### config.mk
export PLATFORM = sky130hd
export DESIGN_NAME = fifo_stream_reader
export DESIGN_NICKNAME = d
export VERILOG_FILES = /design/src/rtl/fifo_stream_reader.sv
export SDC_FILE = /design/constraint.sdc
export NUM_CORES = 1
export LEC_CHECK = 0
export ABC_AREA = 0
export CORE_UTILIZATION = 35
export CTS_BUF_LIST = sky130_fd_sc_hd__clkbuf_16
export CTS_CLUSTER_SIZE = 12
export DETAILED_ROUTE_END_ITERATION = 6
export PLACE_DENSITY_LB_ADDON = 0.3
export SYNTH_ARGS = -nofsm -noshare
export SYNTH_HDL_FRONTEND = slang
export SYNTH_SLANG_ARGS = --single-unit
### constraint.sdc
create_clock -name clk -period 4.8 [get_ports clk]
set_input_delay 1.44 -clock clk [delete_from_list [all_inputs] [get_ports clk]]
set_output_delay 1.44 -clock clk [all_outputs]
set_load 0.02 [all_outputs]
### src/rtl/fifo_stream_reader.sv
// -----------------------------------------------------------------------------
// fifo_stream_reader
//
// Read-side drain engine for the dual-clock FIFO. Lives entirely in the FIFO
// read clock domain. It issues FIFO read strobes under credit control, absorbs
// the RAM read latency in a small prefetch buffer, and presents the words as a
// valid/ready stream. Accepted beats are counted and frame boundaries are
// marked with m_last.
//
// Ports:
//   clk              read-domain clock (FIFO oclk)
//   reset            synchronous, active-high; asserted together with FIFO oreset
//   fifo_rd          FIFO read enable (ord), combinational from registers and
//                    fifo_full_count
//   fifo_data        FIFO odata
//   fifo_data_valid  FIFO odata_valid
//   fifo_full_count  FIFO ofull_count (ADDR_WIDTH+1 bits), lags fifo_rd by 1 cycle
//   fifo_underflow   FIFO ounderflow
//   frame_len        beats per frame, 0 = no framing; sampled at frame boundaries
//   m_data           stream data (prefetch buffer head)
//   m_valid          stream valid
//   m_ready          stream ready
//   m_last           last beat of the frame, qualified by m_valid
//   err              sticky protocol error, cleared only by reset
//
// Stream handshake: a beat transfers on every rising clk edge where
// m_valid && m_ready. Once m_valid is high it stays high, and m_data/m_last
// stay stable, until the beat transfers. m_valid never depends on m_ready.
//
// Parameter constraints: BUF_DEPTH must be a power of 2 and at least
// READ_LATENCY+2, so the pointers can wrap naturally and the credit window
// covers a full read round trip at one beat per cycle.
// -----------------------------------------------------------------------------
module fifo_stream_reader #(
  parameter int ADDR_WIDTH   = 13,
  parameter int DATA_WIDTH   = 16,
  parameter int BUF_DEPTH    = 4,
  parameter int READ_LATENCY = 1,
  parameter int LEN_WIDTH    = 16
) (
  input  logic                  clk,
  input  logic                  reset,
  output logic                  fifo_rd,
  input  logic [DATA_WIDTH-1:0] fifo_data,
  input  logic                  fifo_data_valid,
  input  logic [ADDR_WIDTH:0]   fifo_full_count,
  input  logic                  fifo_underflow,
  input  logic [LEN_WIDTH-1:0]  frame_len,
  output logic [DATA_WIDTH-1:0] m_data,
  output logic                  m_valid,
  input  logic                  m_ready,
  output logic                  m_last,
  output logic                  err
);

  localparam int PTR_W = $clog2(BUF_DEPTH);
  localparam int OCC_W = PTR_W + 1;
  localparam int FL_W  = $clog2(READ_LATENCY + 2);

  // ---------------------------------------------------------------------------
  // State
  // ---------------------------------------------------------------------------
  logic [DATA_WIDTH-1:0] buf_mem_q [BUF_DEPTH];

  logic [PTR_W-1:0]     wr_ptr_q,   wr_ptr_d;
  logic [PTR_W-1:0]     rd_ptr_q,   rd_ptr_d;
  logic [OCC_W-1:0]     occ_q,      occ_d;
  logic [OCC_W-1:0]     inflight_q, inflight_d;
  logic [LEN_WIDTH-1:0] cnt_q,      cnt_d;
  logic [LEN_WIDTH-1:0] len_q,      len_d;
  logic [FL_W-1:0]      flush_q,    flush_d;
  logic                 rd_q,       rd_d;
  logic                 err_q,      err_d;

  // ---------------------------------------------------------------------------
  // Internal strobes
  // ---------------------------------------------------------------------------
  logic             avail_pos;   // FIFO holds words not yet claimed by a read
  logic [OCC_W:0]   credit_used; // buffered words plus reads still in flight
  logic             credit_ok;
  logic             take_dv;     // returning word that matches an issued read
  logic             stray_dv;    // returning word with no read outstanding
  logic             buf_full;
  logic             push;
  logic             pop;

  // ---------------------------------------------------------------------------
  // Read issue
  // ---------------------------------------------------------------------------
  // fifo_full_count only reflects a read one cycle after it is issued, so the
  // read issued last cycle (rd_q) is subtracted to get the true availability.
  // avail = fifo_full_count - rd_q > 0 is evaluated as a compare so a count
  // of 0 with rd_q=1 cannot wrap into a huge positive value.
  always_comb begin
    avail_pos   = fifo_full_count > {{ADDR_WIDTH{1'b0}}, rd_q};
    credit_used = {1'b0, occ_q} + {1'b0, inflight_q};
    credit_ok   = credit_used < (OCC_W + 1)'(BUF_DEPTH);
    fifo_rd     = !reset && avail_pos && credit_ok;
  end

  // ---------------------------------------------------------------------------
  // Stream outputs (no bypass: data is always served from the buffer)
  // ---------------------------------------------------------------------------
  always_comb begin
    m_valid = (occ_q != '0);
    m_data  = buf_mem_q[rd_ptr_q];
    m_last  = m_valid && (len_q != '0) && (cnt_q == (len_q - LEN_WIDTH'(1)));
    err     = err_q;
  end

  // ---------------------------------------------------------------------------
  // Next-state logic
  // ---------------------------------------------------------------------------
  always_comb begin
    take_dv  = fifo_data_valid && (inflight_q != '0);
    stray_dv = fifo_data_valid && (inflight_q == '0);
    buf_full = (occ_q == OCC_W'(BUF_DEPTH));
    // A word arriving into a full buffer is dropped; the credit rule makes
    // this impossible, so it only shows up as an error.
    push     = take_dv && !buf_full;
    pop      = m_valid && m_ready;

    rd_d     = fifo_rd;
    wr_ptr_d = push ? wr_ptr_q + PTR_W'(1) : wr_ptr_q;
    rd_ptr_d = pop  ? rd_ptr_q + PTR_W'(1) : rd_ptr_q;

    // A returning word retires its read even if it had to be dropped, so the
    // credit window never leaks.
    unique case ({fifo_rd, take_dv})
      2'b10:   inflight_d = inflight_q + OCC_W'(1);
      2'b01:   inflight_d = inflight_q - OCC_W'(1);
      default: inflight_d = inflight_q;
    endcase

    unique case ({push, pop})
      2'b10:   occ_d = occ_q + OCC_W'(1);
      2'b01:   occ_d = occ_q - OCC_W'(1);
      default: occ_d = occ_q;
    endcase

    // The flush window covers RAM output still in the pipe when reset hit;
    // stray words inside it are stale and dropped without complaint.
    flush_d = (flush_q != '0) ? flush_q - FL_W'(1) : flush_q;

    err_d = err_q
          | fifo_underflow
          | (stray_dv && (flush_q == '0))
          | (take_dv && buf_full);

    // Frame length is only re-sampled on the last beat, so mid-frame changes
    // take effect from the next frame. With len_q==0 the counter free-runs.
    cnt_d = cnt_q;
    len_d = len_q;
    if (pop) begin
      if (m_last) begin
        cnt_d = '0;
        len_d = frame_len;
      end else begin
        cnt_d = cnt_q + LEN_WIDTH'(1);
      end
    end
  end

  // ---------------------------------------------------------------------------
  // Registers
  // ---------------------------------------------------------------------------
  always_ff @(posedge clk) begin
    if (reset) begin
      wr_ptr_q   <= '0;
      rd_ptr_q   <= '0;
      occ_q      <= '0;
      inflight_q <= '0;
      cnt_q      <= '0;
      len_q      <= frame_len;
      flush_q    <= FL_W'(READ_LATENCY + 1);
      rd_q       <= 1'b0;
      err_q      <= 1'b0;
    end else begin
      wr_ptr_q   <= wr_ptr_d;
      rd_ptr_q   <= rd_ptr_d;
      occ_q      <= occ_d;
      inflight_q <= inflight_d;
      cnt_q      <= cnt_d;
      len_q      <= len_d;
      flush_q    <= flush_d;
      rd_q       <= rd_d;
      err_q      <= err_d;
    end
  end

  // Buffer storage carries no reset: occupancy alone decides what is valid.
  always_ff @(posedge clk) begin
    if (push) begin
      buf_mem_q[wr_ptr_q] <= fifo_data;
    end
  end

endmodule

==> impl_metrics.ini, run 1 <==
[run_status]
status = finished clean

[power_and_ir_drop]
seqPwrFrac_pct = 43.8
p_comb_share_pct = 29.8
ir_drop_mv = 0.2174
p_per_area_nw_per_um2 = 448.7
power.leakage_nw = 2.127
power_switching_uw = 853.5
internal-power_mw = 1.986
p_sw_share_pct = 30.06
p_clk_share_pct = 26.3

[sta]
relSlewSlack_pct = 42.12
final-setup-viol-count = 0
hold_viol_final = 0
layout_min_cycle_time_ns = 4.581
rsz0062_at_grt = no
final_max_slew_viol_count = 0
whs_ns = 0.4938
worst_pin_slew_ns = 0.8682
skew_ns = 0.007842
fin_ws_ns = 0.2187
fmax_mhz = 218.3
fin_crit_sh_pct = 95.44
tns_ns = 0

[logic_synthesis]
synth_cell_types = 52
synthCells = 379
synth_ff_type = edfxtp_1
avgSynthCellArea_um2 = 13.46
syn_area_um2 = 5102
synth-async-reset-ratio_pct = 0
synth.ff_latch_count = 112
syn_nets = 445
yosysSeqAreaShare_pct = 59.64
yosys_warnings = 0
synth_edf_count = 80

[worst_hold_path]
hold_depth = 2
hold_start = err$_SDFF_PP0_
min_to = err$_SDFF_PP0_
hold_class = flop to flop

[route]
wl_per_cell_um = 15.88
dr.pass1.iters = 4
first_iter_violations = 209
drc = 0
vias = 3251
routed_via_density = 5.112
routed_wl_um = 10100
ant_nets = 0

[cts]
root_buffer = clkbuf_16
clk_latency_ns = 0.35
cts_tree = done
cts.sinks = 112
cts_max_level = 3
clk_pin_slew_ns = 0.07
hold_buffers = 0
cts_buffer_depth = 2
cts_buffers = 9

[critical_path]
timing.rr.end = len_q[5]$_DFFE_PP_
reg2reg_depth = 9
r2r_slack_ns = 1.52
critical_path.most_common_cell = or4_1
worstPathMaxFanout = 4
critPathRequiredTime_ns = 3.36
arrival_ns = 3.14
r2r_start = len_q[1]$_DFFE_PP_
critical_path.endpoint_type = output port
cp-start-kind = flop
criticalPathCategory = flop to output port
cpPeakStageDelay_ns = 0.55
cp_slowest_cell = or4_1
crit_chain = inv_1, ha_2, xor2_1, nand3_1, or4_1, or4_1, nor4b_2, and3_1, buf_2

[placement]
dp_slack_ns = -0.04188
dpl-instance-area_um2 = 6016
gp_congestion = 0.8605
dp_hpwl_um = 7048
port-buffer-count = 70

[floorplan]
rows = 43
die_h_um = 122.7
initial_core_util_pct = 36.34
core-area_um2 = 14040
die_w_um = 122.7
pin_count = 71
die_area_um2 = 15070

[global_routing]
track_usage_pct = 14.39
antenna_found_initial = 0
grt_max_degree = 34
gr-total-overflow = 0
grt_pass1_wl_um = 16160
grt_pass1_vias = 3282

[cells_and_area]
nNetsFinal = 517
area_growth_pct = 24.01
drive_gt1_share_pct = 10.96
diodes = 0
finalInstanceArea_um2 = 6327

[job]
cap_violations = 0
metal layers:
metal / up-vias / share of wire [%] / global-route usage, %
li1: 1577 / - / -
met1: 1589 / 44 / 16.72
met2: 76 / 50 / 24.79
met3: 9 / 5.4 / 4.972
met4: 0 / 1.4 / 4.497
met5: - / 0 / 0
per-stage QoR:
stage               power [mW]  std cells  utilization [%]
floorplan                1.794        379                -
global placement         2.097        620            42.84
detailed placement       2.121        620            42.84
CTS                      2.880        636            45.01
global route             2.996        636            45.06
finish                   2.839        636            45.06
placed cells by master, fill, tap and decap left out, types with 3 or more instances in the layout:
cell type        synthesis  layout
a21oi_1                  6       6
nor4_1                   6       5
and3_1                  10      10
clkbuf_16                0       9
a211oi_1                19      19
nand4_1                  4       4
nor2_1                  25      25
xor2_1                  23      23
o22ai_1                  3       3
inv_1                   17      18
buf_4                    2      10
edfxtp_1                80      80
nand2b_1                 4       4
mux4_2                  16      16
ha_1                    13      12
nor3_1                   6       6
nand3_1                 10      10
mux2i_1                  3       3
or4_1                    3       3
or3_1                    5       5
dfxtp_1                 32      32
xnor2_1                 19      19
a31oi_1                  3       3
clkdlybuf4s50_1          0      68
o21ai_0                  5       5
nand3b_1                 3       3
nand2_1                 17      17
power by group through the flow:
| stage | combinational (mW) | clock, mW | sequential [mW] |
|---|---|---|---|
| after floorplan | 0.553 | 0 | 1.24 |
| after CTS | 0.858 | 0.775 | 1.25 |
| final | 0.847 | 0.748 | 1.24 |
| after global placement | 0.837 | 0 | 1.26 |
| after global routing | 0.930 | 0.805 | 1.26 |
| after detailed placement | 0.853 | 0 | 1.27 |
repair_timing:
action / CTS / global route
setup endpoints to repair: 2 / 2
pin swaps: 0 / 1
gates resized for setup: 5 / 4
buffers inserted: 0 / 0
worst max-delay path: cells and delay by family, from the launching register on:
kind	cells	cell delay (ns)
AND/OR/NAND/NOR	5	1.69
flip-flops	1	0.42
buffers and inverters	2	0.28
adder cells (fa/ha/maj)	1	0.28
XOR/XNOR	1	0.12
cell usage after synthesis, types with 2 or more instances:
library cell,number,area share [%]
nand4b_1,2,0.34
fa_1,2,0.78
o22ai_1,3,0.37
mux2i_1,3,0.59
or4_1,3,0.44
nor4_1,6,0.74
nand2_1,17,1.3
xnor2_1,19,3.3
dfxtp_1,32,13
clkbuf_1,13,0.96
a211oi_1,19,2.8
edfxtp_1,80,47
o21ai_0,5,0.49
ha_1,13,3.2
inv_1,17,1.3
a21oi_1,6,0.59
mux4_2,16,7.1
or3_1,5,0.61
nand3_1,10,0.98
buf_4,2,0.29
nor2_1,25,1.8
or2_2,2,0.25
xor2_1,23,3.9
a31oi_1,3,0.37
and4_1,2,0.34
nand3b_1,3,0.44
nor3_1,6,0.59
buf_1,2,0.15
o31a_1,2,0.34
nand2b_1,4,0.49
and3_1,10,1.2
nand4_1,4,0.49
state kept, by name, indices dropped and copies added, names as in the netlist, named ones only:
name,cells
buf_mem_q,64
inflight_q,3
flush_q,2
wr_ptr_q,2
err,1
len_q,16
occ_q,3
cnt_q,16
rd_ptr_q,2
rd_q,1
how the worst max path moves through the flow:
| stage | cells past startpoint | to | start | slack [ns] |
|---|---|---|---|---|
| 4_1_cts | 9 | m_last | len_q[1]$_DFFE_PP_ | 0.03 |
| 2_1_floorplan | 8 | m_last | len_q[0]$_DFFE_PP_ | 0.79 |
| 3_5_place_dp | 5 | fifo_rd | fifo_full_count[10] | -0.04 |
| 3_3_place_gp | 5 | fifo_rd | fifo_full_count[10] | 0.004 |
| 5_1_grt | 9 | m_last | len_q[1]$_DFFE_PP_ | 0.07 |
| 6_report | 9 | m_last | len_q[1]$_DFFE_PP_ | 0.22 |
final cells by class:
type | instances | area, um^2
Multi-Input combinational cell | 231 | 1927
Tap cell | 180 | 225.2
Clock buffer | 9 | 225.2
Inverter | 17 | 63.81
Sequential cell | 112 | 3043
Clock inverter | 7 | 70.07
Fill cell | 1244 | 7715
Timing Repair Buffer | 80 | 773.2
logic make-up (layout without fill, tap and decap cells):
group,after synthesis,in the layout,share of synthesized area (%)
AO/OA/AOI/OAI,48,48,6.866
XOR/XNOR,42,42,7.209
adder cells (fa/ha/maj),15,15,3.973
buffers and inverters,36,113,2.967
flip-flops,112,112,59.64
multiplexers,19,19,7.651
AND/OR/NAND/NOR,107,107,11.70
(Power assumes the default switching activity.)
==> inputs of run 2 (changes only) <==
- CORE_MARGIN: default -> 4
- HOLD_SLACK_MARGIN: default -> 0.1
==> impl_metrics.ini, run 2 (synthesis gave the netlist of run 1 again) <==
[run_status]
status = finished clean

[power_and_ir_drop]
p_clk_share_pct = 26.6
p_comb_share_pct = 29.7
internal-power_mw = 1.991
power.leakage_nw = 2.122
ir_drop_mv = 0.2127
p_per_area_nw_per_um2 = 450.1
power_switching_uw = 852.2
seqPwrFrac_pct = 43.7
p_sw_share_pct = 29.98

[cts]
cts_buffers = 9
clk_latency_ns = 0.35
root_buffer = clkbuf_16
hold_buffers = 0
cts_tree = done
clk_pin_slew_ns = 0.07
cts_max_level = 3
cts_buffer_depth = 2
cts.sinks = 112

[floorplan]
die_w_um = 128.7
die_h_um = 128.7
die_area_um2 = 16570
rows = 43
pin_count = 71
initial_core_util_pct = 36.20
core-area_um2 = 14100

[worst_hold_path]
hold_class = flop to flop

[route]
vias = 3216
routed_wl_um = 9923
routed_via_density = 5.065
ant_nets = 0
wl_per_cell_um = 15.63
first_iter_violations = 122
dr.pass1.iters = 4
drc = 0

[placement]
dp_hpwl_um = 6981
port-buffer-count = 70
dp_slack_ns = -0.05299
gp_congestion = 0.8230

[global_routing]
grt_max_degree = 34
grt_pass1_wl_um = 16220
antenna_found_initial = 0
gr-total-overflow = 0
track_usage_pct = 12.57
grt_pass1_vias = 3281

[critical_path]
worstPathMaxFanout = 4
critPathRequiredTime_ns = 3.36
arrival_ns = 3.11
cp-start-kind = flop
criticalPathCategory = flop to output port
critical_path.endpoint_type = output port

[sta]
fin_ws_ns = 0.2451
worst_pin_slew_ns = 0.8642
fmax_mhz = 219.5
skew_ns = 0.004875
final_max_slew_viol_count = 0
final-setup-viol-count = 0
fin_crit_sh_pct = 94.89
rsz0062_at_grt = no
hold_viol_final = 0
relSlewSlack_pct = 42.39
layout_min_cycle_time_ns = 4.555

[cells_and_area]
diodes = 0
largest_reg_flops = 64
reg.largest.list = buf_mem_q x64, cnt_q x16, len_q x16
final_util_pct = 44.81
nNetsFinal = 516
fillers = 1294
largest-register = buf_mem_q
area_growth_pct = 23.79
final_cell_mix = edfxtp_1, clkdlybuf4s50_1, dfxtp_1, nor2_1, xor2_1
drive_gt1_share_pct = 10.77
layout_commonest_cell = edfxtp_1

[job]
cap_violations = 0
-- run 2: final cells by class --
| class | count | area (um^2) | share of cell area (%) |
|---|---|---|---|
| Clock buffer | 9 | 225.2 | 3.566 |
| Clock inverter | 7 | 76.32 | 1.208 |
| Timing Repair Buffer | 79 | 765.7 | 12.12 |
| Multi-Input combinational cell | 231 | 1917 | 30.35 |
| Sequential cell | 112 | 3043 | 48.18 |
| Tap cell | 180 | 225.2 | 3.566 |
| Inverter | 17 | 63.81 | 1.010 |
-- run 2: repair_timing --
action | in CTS | in global routing
endpoints found under the setup margin | 2 | 2
resized for setup | 3 | 3
buffers inserted | 0 | 0
pin swaps | 0 | 0
-- run 2: layer usage --
metal	vias up	global-route usage, %	share of wire, %
met5	-	0	0
met4	0	4.385	1.6
met2	80	21.49	49
met1	1553	15.36	44
met3	12	3.362	5.2
li1	1571	-	-
-- run 2: worst paths after layout --
kind,slack (ns),cells after the start,endpoint,from
setup / recovery,0.25,9,m_last,len_q[1]$_DFFE_PP_
hold / removal,0.48,2,err$_SDFF_PP0_,err$_SDFF_PP0_
setup reg to reg,1.22,10,len_q[15]$_DFFE_PP_,len_q[1]$_DFFE_PP_
hold reg to reg,0.48,2,err$_SDFF_PP0_,err$_SDFF_PP0_
-- run 2: critical path, cell delays in order (launching register included) --
cell and delay [ns]:
edfxtp_1 0.39, inv_1 0.08, ha_2 0.32, xor2_1 0.14
nand3_1 0.10, or4_1 0.55, or4_1 0.54, nor4b_1 0.27
and3_1 0.20, clkbuf_2 0.17
-- run 2: power by group through the flow --
stage                     Clock, mW  Sequential, mW  Combinational [mW]
final                         0.757            1.24               0.844
after detailed placement          0            1.27               0.855
after floorplan                   0            1.24               0.553
after CTS                     0.789            1.24               0.862
after global placement            0            1.26               0.839
after global routing          0.824            1.26               0.932
-- run 2: metrics by stage --
step / instance area, um^2 / power [mW] / hold WS, ns / TNS [ns] / std cells
floorplan: 5102 / 1.794 / 0.4753 / 0 / 379
global placement: 6008 / 2.099 / 0.4611 / -0.002092 / 619
detailed placement: 6008 / 2.121 / 0.4720 / -0.05299 / 619
CTS: 6317 / 2.895 / 0.4902 / 0 / 635
global route: 6316 / 3.014 / 0.5191 / 0 / 635
finish: 6316 / 2.843 / 0.4824 / 0 / 635
==> patch: new RTL, config.mk and constraints of run 2 <==
Set the parameter `DATA_WIDTH` to 18 (it was 16).
--- a/src/rtl/fifo_stream_reader.sv
+++ b/src/rtl/fifo_stream_reader.sv
@@ -33,7 +33,7 @@
 // -----------------------------------------------------------------------------
 module fifo_stream_reader #(
   parameter int ADDR_WIDTH   = 13,
-  parameter int DATA_WIDTH   = 16,
+  parameter int DATA_WIDTH   = 18,
   parameter int BUF_DEPTH    = 4,
   parameter int READ_LATENCY = 1,
   parameter int LEN_WIDTH    = 16
Interface: changed (resized fifo_data and m_data); port bits go from 71 to 75. The function was not compared with the original's and may differ.
==> patch against run 2 <==
  * Global-route usage grew 0.28 points
  * Final cell count grew 4.6%
  * Sequential cell count grew 8
  * Core utilization grew 2.2 points
  * Area after synthesis grew 3.3%
  * Setup slack lost 0.082 ns
  * Sequential power grew 7%
  * Combinational power grew 4.6%
  * Worst hold slack gained 0.0054 ns
  * Clock skew grew 0.0010 ns
  * Final area grew 8.9%
  * Power grew 24%
  * Wire length grew 4.0%
  * Die area grew 3.1%
  * Critical path type is now in -> out
==> patch: results (changes against run 2) <==
| Metric | Value |
|---|---|
| Post-synthesis compound-gate area fraction | `0.0385 (-0.0302)` |
| Status | `finished, final reports clean` |
| CP peak stage delay | `0.52 ns (-0.03 ns)` |
| Detailed placement HPWL | `6920 um (-0.82%)` |
| Fillers | `1281 (-1.0%)` |
| Root Buffer | `clkbuf_16` |
| Gr usage total | `0.128 (+0.00278)` |
| Max FFs per register | `72 (+13%)` |
| Initial antenna violation count | `0 (unchanged)` |
| Input/output buffers | `74 (+5.7%)` |
| Drt total wl | `10300 um (+4.0%)` |
| Top Registers | `buf_mem_q x72, cnt_q x16, len_q x16` |
| Ys async rst share | `0 (unchanged)` |
| H-tree levels | `4 (+1)` |
| LEAKAGE | `2.38 nW (+12%)` |
| Pin count of the biggest net entering global routing | `31 (-8.8%)` |
| Hold_buf cts | `0 (unchanged)` |
| Commonest cells in the netlist | `edfxtp_1, dfxtp_1, nor2_1` |
| First-pass GRT wire length | `16700 um (+3.0%)` |
| Avg Cell Area, Syn | `14.0 um2 (+4.1%)` |
| Post-Synth Adder-Cell Area | `0.0385 (-0.00126)` |
| Initial DRT Pass Iterations | `4 (unchanged)` |
| Slew HR | `0.363 (-0.0605)` |
| Seq/Total Area, Yosys | `0.623 (+0.0266)` |
| Synth Net Count | `444 (-0.22%)` |
| Multiplexer share of the synthesized area | `0.0826 (+0.00611)` |
| Vias in the first global route | `3442 (+4.9%)` |
| Synth Area in XOR/XNOR | `0.0681 (-0.00396)` |
| Vias | `3274 (+1.8%)` |
| Area contributors post-synth | `edfxtp_1, dfxtp_1, mux4_2` |
| Clock Latency Late Sink | `0.41 ns (+0.06 ns)` |
| Critical Path Fanout Max | `2 (-2)` |
| Synth warn | `0 (unchanged)` |
| Fin cells | `664 (+4.6%)` |
| Hold WC Path Type | `reg -> reg` |
| Ant. Diodes | `0 (unchanged)` |
| Clock Path Buffers | `2 (unchanged)` |
| Routability congestion estimate | `0.768 (-6.7%)` |
| Initial DRC Count | `156 (+28%)` |
| Share of post-route cells with drive strength above 1 | `0.158 (+0.0506)` |
| Largest family of logic cells by synthesized area | `simple AND/OR/NAND/NOR gates` |
| Peak VDD IR | `352 uV (+66%)` |
| Nets | `535 (+3.7%)` |
| Placement Setup Slack | `-0.00212 ns (+0.0509 ns)` |
| NetSw | `963 uW (+13%)` |
| Num CTS Buffers | `17 (+8)` |
| Clk_skew | `0.00589 ns (+0.00102 ns)` |
| Netlist cell types | `50 (-3.8%)` |
| Number of flops mapped to enable cells by yosys | `88 (+10%)` |
| Placed insts | `630 (+1.8%)` |
| Clk slew on worst S/H paths | `0.05 ns (-0.02 ns)` |
| DP Area | `0.00623 mm2 (+3.8%)` |
| Slowest cell on crit path | `or4_1` |
patch: cell count changes after synthesis, sizes merged, moves of 3 or more:
cell and delta:
a211oi -17, edfxtp +8, nand2b -4, nor3 +5
clkbuf -8, nor2 +10, inv +3
patch: layout make-up:
| class | instances | area (um2) | area share |
|---|---|---|---|
| inverter | 20 | 75.1 | 0.0109 |
| clock buffer | 17 | 425 | 0.0618 |
| multi-input combinational | 223 | 1860 | 0.270 |
| tap | 184 | 230 | 0.0335 |
| timing repair buffer | 85 | 825 | 0.120 |
| clock inverter | 15 | 185 | 0.0269 |
| sequential | 120 | 3280 | 0.477 |
patch: metal layers:
| metal | GRT usage | routed length, um | vias up |
|---|---|---|---|
| li1 | - | - | 1590 |
| met4 | 0.0496 | 228 | 0 |
| met3 | 0.0443 | 459 | 24 |
| met1 | 0.155 | 4560 | 1584 |
| met2 | 0.213 | 5070 | 76 |
| met5 | 0 | 0 | - |
patch: per-stage QoR:
step,setup TNS [ns],util
after floorplan,0,-
after global placement,0,0.426
after detailed placement,-0.00212,0.426
after CTS,0,0.468
after global routing,0,0.470
final,0,0.470
patch: timing repair:
action	CTS	global route
pin swaps	0	0
setup endpoints to repair	2	1
resized for setup	2	3
setup buffers	0	2
patch: final timing paths:
path / start / to / slack (ns) / cells past startpoint
worst max-delay path: fifo_full_count[10] / fifo_rd / 0.16 / 5
worst min-delay path: err$_SDFF_PP0_ / err$_SDFF_PP0_ / 0.49 / 2
worst max register to register: len_q[1]$_DFFE_PP_ / len_q[11]$_DFFE_PP_ / 1.71 / 6
worst min register to register: err$_SDFF_PP0_ / err$_SDFF_PP0_ / 0.49 / 2
patch: logic make-up (layout without fill, tap and decap cells):
| kind of cell | after synthesis | count (layout) |
|---|---|---|
| buffers and inverters | 33 | 137 |
| AO/OA/AOI/OAI | 30 | 30 |
| adder cells (fa/ha/maj) | 15 | 15 |
| flip-flops | 120 | 120 |
| multiplexers | 21 | 21 |
| AND/OR/NAND/NOR | 116 | 116 |
| XOR/XNOR | 41 | 41 |
patch: critical path, delay by kind of cell:
family	cells	cell delay [ns]
compound gates	1	0.17
simple gates	2	0.83
buf+inv	2	0.77
patch: power by group through the flow:
| stage | Sequential (mW) | Clock [mW] | Combinational, mW |
|---|---|---|---|
| final | 1.33 | 1.30 | 0.883 |
| after global routing | 1.35 | 1.39 | 0.983 |
| after CTS | 1.33 | 1.33 | 0.897 |
| after detailed placement | 1.35 | 0 | 0.895 |
| after global placement | 1.35 | 0 | 0.881 |
| after floorplan | 1.33 | 0 | 0.569 |
